<file path="src/rtl/mem_responder.sv">
// Behavioural MemBus main-memory responder: in-order writes, fixed-latency read pipeline,
// saturating read/write activity counters and a sticky illegal-op flag.
module mem_responder #(
    parameter int ADDR_WIDTH   = 6,
    parameter int DATA_WIDTH   = 8,
    parameter int READ_LATENCY = 2,
    parameter int CNT_WIDTH    = 16
) (
    input  logic                  clk,
    input  logic                  rst_n,
    input  logic                  bus_rst,
    input  logic [1:0]            req_op,
    input  logic [ADDR_WIDTH-1:0] req_addr,
    input  logic [DATA_WIDTH-1:0] req_data,
    output logic                  rsp_vld,
    output logic [DATA_WIDTH-1:0] rsp_data,
    output logic [CNT_WIDTH-1:0]  rd_cnt,
    output logic [CNT_WIDTH-1:0]  wr_cnt,
    output logic                  proto_err
);

    localparam int DEPTH = 1 << ADDR_WIDTH;

    typedef enum logic [1:0] {
        OP_INVALID = 2'd0,
        OP_READ    = 2'd1,
        OP_WRITE   = 2'd2,
        OP_ILLEGAL = 2'd3
    } op_e;

    op_e op;
    assign op = op_e'(req_op);

    logic [DATA_WIDTH-1:0]   mem_q  [DEPTH];
    logic [READ_LATENCY-1:0] vld_q;
    logic [READ_LATENCY-1:0] vld_d;
    logic [DATA_WIDTH-1:0]   data_q [READ_LATENCY];
    logic [DATA_WIDTH-1:0]   data_d [READ_LATENCY];
    logic [CNT_WIDTH-1:0]    rdCnt_q;
    logic [CNT_WIDTH-1:0]    wrCnt_q;
    logic                    protoErr_q;

    if (READ_LATENCY < 1 || READ_LATENCY > 8) begin : g_bad_latency
        $error("mem_responder: READ_LATENCY must be within 1..8");
    end

    // Stage 0 takes a snapshot of the word before this edge's write, so a read never
    // sees a write sampled at the same or a later edge.
    always_comb begin
        for (int k = 0; k < READ_LATENCY; k++) begin
            vld_d[k]  = 1'b0;
            data_d[k] = data_q[k];
        end
        vld_d[0]  = (op == OP_READ);
        data_d[0] = mem_q[req_addr];
        for (int k = 1; k < READ_LATENCY; k++) begin
            vld_d[k]  = vld_q[k-1];
            data_d[k] = data_q[k-1];
        end
    end

    // Stage data only loads behind a valid bit, so the last stage doubles as the
    // held rsp_data value between responses.
    always_ff @(posedge clk or negedge rst_n) begin
        if (!rst_n) begin
            for (int i = 0; i < DEPTH; i++) mem_q[i] <= '0;
            for (int k = 0; k < READ_LATENCY; k++) data_q[k] <= '0;
            vld_q      <= '0;
            rdCnt_q    <= '0;
            wrCnt_q    <= '0;
            protoErr_q <= 1'b0;
        end else if (bus_rst) begin
            for (int i = 0; i < DEPTH; i++) mem_q[i] <= '0;
            for (int k = 0; k < READ_LATENCY; k++) data_q[k] <= '0;
            vld_q      <= '0;
            rdCnt_q    <= '0;
            wrCnt_q    <= '0;
            protoErr_q <= 1'b0;
        end else begin
            vld_q <= vld_d;
            for (int k = 0; k < READ_LATENCY; k++) begin
                if (vld_d[k]) data_q[k] <= data_d[k];
            end
            if (op == OP_WRITE) mem_q[req_addr] <= req_data;
            if (op == OP_READ && rdCnt_q != '1) rdCnt_q <= rdCnt_q + CNT_WIDTH'(1);
            if (op == OP_WRITE && wrCnt_q != '1) wrCnt_q <= wrCnt_q + CNT_WIDTH'(1);
            if (op == OP_ILLEGAL) protoErr_q <= 1'b1;
        end
    end

    assign rsp_vld   = vld_q[READ_LATENCY-1];
    assign rsp_data  = data_q[READ_LATENCY-1];
    assign rd_cnt    = rdCnt_q;
    assign wr_cnt    = wrCnt_q;
    assign proto_err = protoErr_q;

    flushedReadSilent: assert property (@(posedge clk) disable iff (!rst_n) bus_rst |=> !rsp_vld)
        else $error("mem_responder: response emitted for a flushed read");

endmodule

</file>
<file path="config.mk">
export PLATFORM = sky130hd
export DESIGN_NAME = mem_responder
export DESIGN_NICKNAME = d
export VERILOG_FILES = /design/src/rtl/mem_responder.sv
export SDC_FILE = /design/constraint.sdc
export NUM_CORES = 1
export LEC_CHECK = 0
export BUFFER_PORTS_ARGS = -buffer_cell sky130_fd_sc_hd__buf_2
export CAP_MARGIN = 20
export CELL_PAD_IN_SITES_DETAIL_PLACEMENT = 0
export CELL_PAD_IN_SITES_GLOBAL_PLACEMENT = 1
export CORE_ASPECT_RATIO = 0.75
export CORE_MARGIN = 5
export CORE_UTILIZATION = 53
export DETAILED_ROUTE_END_ITERATION = 10
export MAX_ROUTING_LAYER = met4
export PLACE_DENSITY_LB_ADDON = 0.1
export SLEW_MARGIN = 10
export SYNTH_ARGS = -nofsm -noshare
export SYNTH_HDL_FRONTEND = slang
export SYNTH_SLANG_ARGS = --single-unit
</file>
<file path="constraint.sdc">
create_clock -name clk -period 5.7 [get_ports clk]
set_clock_uncertainty 0.2 [all_clocks]
set_input_delay 1.14 -clock clk [delete_from_list [all_inputs] [get_ports clk]]
set_output_delay 1.14 -clock clk [all_outputs]
set_load 0.05 [all_outputs]
</file>
==> flow_summary.yaml <==
run_status:
  outcome: "complete, no violations"
sta:
  setup_viol: 0
  slew_headroom: 0.253
  timing.setup.tns_ns: 0
  max_freq_ghz: 0.268
  grt_setup_unrepaired: "false"
  min_period_ns: 3.72
  timing.hold.ws_ns: 0.297
  slew_violations: 0
  final_hold_viol_count: 0
  worst_slew_pin_slew_ns: 1.12
  period_share: 0.653
detailed_routing:
  post_drt_wl_per_cell_microns: 27.1
  vias: 25400
  vias_per_cell: 6.73
  drtIter0Drc: 3900
  drc: 0
  wl_microns: 102000
  ant_nets: 0
  dr.pass1.iters: 6
clock_tree:
  clk_latency_ns: 0.63
  clk_pin_slew_ns: 0.06
  cts.sinks: 563
  numCtsBuffers: 57
  hold_buffers: 0
  clk_path_buf_depth: 3
  htree_num_levels: 2
  cts_tree: "built"
  post_cts_buffers: 0
  clock-root-buffer: "clkbuf_16"
  postCtsResizedCells: 0
run:
  cap_viol_max_count: 0
layout:
  area_growth_pct: 9.45
  drive_above_1_share: 0.0988
  seq_area_sq_um: 14100
  mostFrequentLayoutCells: "dfrtp_1, nand2_1, a21oi_1"
  multi_input_area_sq_um: 12200
  finish.instance_area_sq_um: 30200
  nets: 3050
  num-fill-cells: 4647
  final_common_cell: "dfrtp_1"
synthesis:
  syn-num-nets: 3157
  syn_inst: 3136
  synth_area_sq_um: 27600
  ys_async_sr_fraction: 1.00
  synth_seq_area_share: 0.510
  synth_edf_count: 0
  yosys_register_bits: 563
  synth_warnings: 0
  syn_area_per_cell_sq_um: 8.81
  ys.flop_type: "dfrtp_1"
  ys_types: 65
placed_design:
  globalplace.congestion: 0.949
  portBuffers: 60
  place_area_sq_um: 28400
  dp_hpwl_microns: 63200
pwr:
  swShare: 0.261
  pwr-share-comb: 0.080
  vdd.ir_drop.worst_mv: 0.231
  leakagePower_uw: 0.0119
  power_frac_seq: 0.475
  p_int_uw: 6270
  p_clk_frac: 0.445
  switching_power_uw: 2210
  power_density_nw_per_um2: 280
grt:
  grt_pass1_vias: 24200
  grt_pass1_wl_microns: 156000
  grt_use_total: 0.361
  grt_max_degree: 151
  antenna_found_initial: 4
  grt_overflow: 0
floorplan:
  core_sq_um: 51500
  start_util: 0.536
  rows: 72
  fp.dieW_microns: 274
  die_area_sq_um: 56800
  boundaryPins: 61
  die_h_microns: 208
worst_setup_path:
  startpoint_type: "primary input"
  cp.required_ns: 6.02
  cp-end-kind: "register"
  critical_path.startpoint: "req_addr[1]"
  crit_fanout: 40
  timing.rr.start: "mem_q[308]"
  critPathArrivalTime_ns: 4.04
  critical_path_class: "primary input to register"
worst_hold_path:
  hp-start: "proto_err"
  hold_path_class: "register to register"
## worst max-delay path, stage by stage
cell and delay, ns:
buf_4 0.54, and2_2 0.84, a22oi_1 0.21, nor3_1 0.51
a21oi_1 0.22, o2111a_1 0.31, a311oi_1 0.22
## cells by family (layout without fill, tap and decap cells)
logic type | Yosys count | in the layout | share of synthesized area
XOR/XNOR | 29 | 29 | 0.00920
adder cells (fa/ha/maj) | 2 | 2 | 0.000906
AO/OA/AOI/OAI | 1069 | 1069 | 0.225
buffers and inverters | 324 | 264 | 0.0510
multiplexers | 94 | 94 | 0.0383
flip-flops | 563 | 563 | 0.510
AND/OR/NAND/NOR | 1055 | 1055 | 0.166
other | 0 | 3 | 0
## metal layers
metal	global-route usage	share of wire	vias up
li1	-	-	10900
met1	0.526	0.41	12600
met2	0.500	0.43	1613
met3	0.0951	0.12	260
met4	0.107	0.035	0
met5	-	0	-
## final cells by class
type                       instances  area share
antenna                            3    0.000248
clock buffer                      92      0.0579
clock inverter                    14     0.00327
inverter                           6    0.000745
multi-input combinational       2249       0.404
sequential                       563       0.466
tap                              703      0.0291
timing repair buffer             152      0.0388
## per-stage QoR
| step | power [uW] | utilization | setup slack [ns] | cells |
|---|---|---|---|---|
| 4_1_cts | 8490 | 0.586 | 2.17 | 3779 |
| 3_5_place_dp | 4750 | 0.550 | 1.53 | 3673 |
| 6_report | 8480 | 0.587 | 1.98 | 3782 |
| 5_1_grt | 8700 | 0.587 | 1.90 | 3782 |
| 2_1_floorplan | 4440 | - | 2.89 | 3136 |
| 3_3_place_gp | 4750 | 0.550 | 1.58 | 3672 |
## worst paths after layout
| check | cells after the start | slack (ns) | end |
|---|---|---|---|
| worst max-delay path | 7 | 1.98 | data_d[0] |
| worst max register to register | 7 | 3.32 | data_d[4] |
| worst min register to register | 2 | 0.30 | proto_err |
| max in group asynchronous | 2 | 3.61 | mem_q[311] |
| worst min-delay path | 2 | 0.30 | proto_err |
| min in group asynchronous | 1 | 0.44 | mem_q[195] |
## sequential cells by signal (all words and copies together) (netlist names)
register and cells:
data_d 8, wr_cnt 16, vld_q 2, proto_err 1, rsp_data 8, rd_cnt 16, mem_q 512
## cell usage after synthesis (all sizes together) (3+ instances only)
library cell / count / area [sq um]
dfrtp: 563 / 14100
nand2: 557 / 2100
a21oi: 507 / 2540
o21ai: 272 / 1360
nand3: 268 / 1340
clkbuf: 176 / 661
nor2: 151 / 614
buf: 142 / 724
a221oi: 98 / 858
a22oi: 98 / 736
mux2i: 66 / 661
o22ai: 38 / 238
xor2: 23 / 201
mux2: 21 / 240
nor3: 16 / 85.1
a22o: 14 / 123
nand4: 12 / 75.1
and3: 10 / 62.6
a31oi: 9 / 56.3
nor2b: 8 / 50.1
mux4: 7 / 158
inv: 6 / 22.5
o221ai: 6 / 52.6
xnor2: 6 / 52.6
a211oi: 5 / 37.5
and2: 5 / 31.3
and4: 4 / 35.0
nand2b: 4 / 25.0
nor4: 4 / 25.0
a311oi: 3 / 26.3
and3b: 3 / 26.3
o2111a: 3 / 33.8
o32ai: 3 / 26.3
## power by group through the flow
| stage | clock, uW | combinational (uW) | sequential (uW) |
|---|---|---|---|
| after global routing | 3970 | 705 | 4030 |
| after global placement | 0 | 646 | 4100 |
| final | 3780 | 674 | 4030 |
| after detailed placement | 0 | 653 | 4100 |
| after CTS | 3810 | 654 | 4030 |
| after floorplan | 0 | 335 | 4100 |
(Power assumes the default switching activity.)
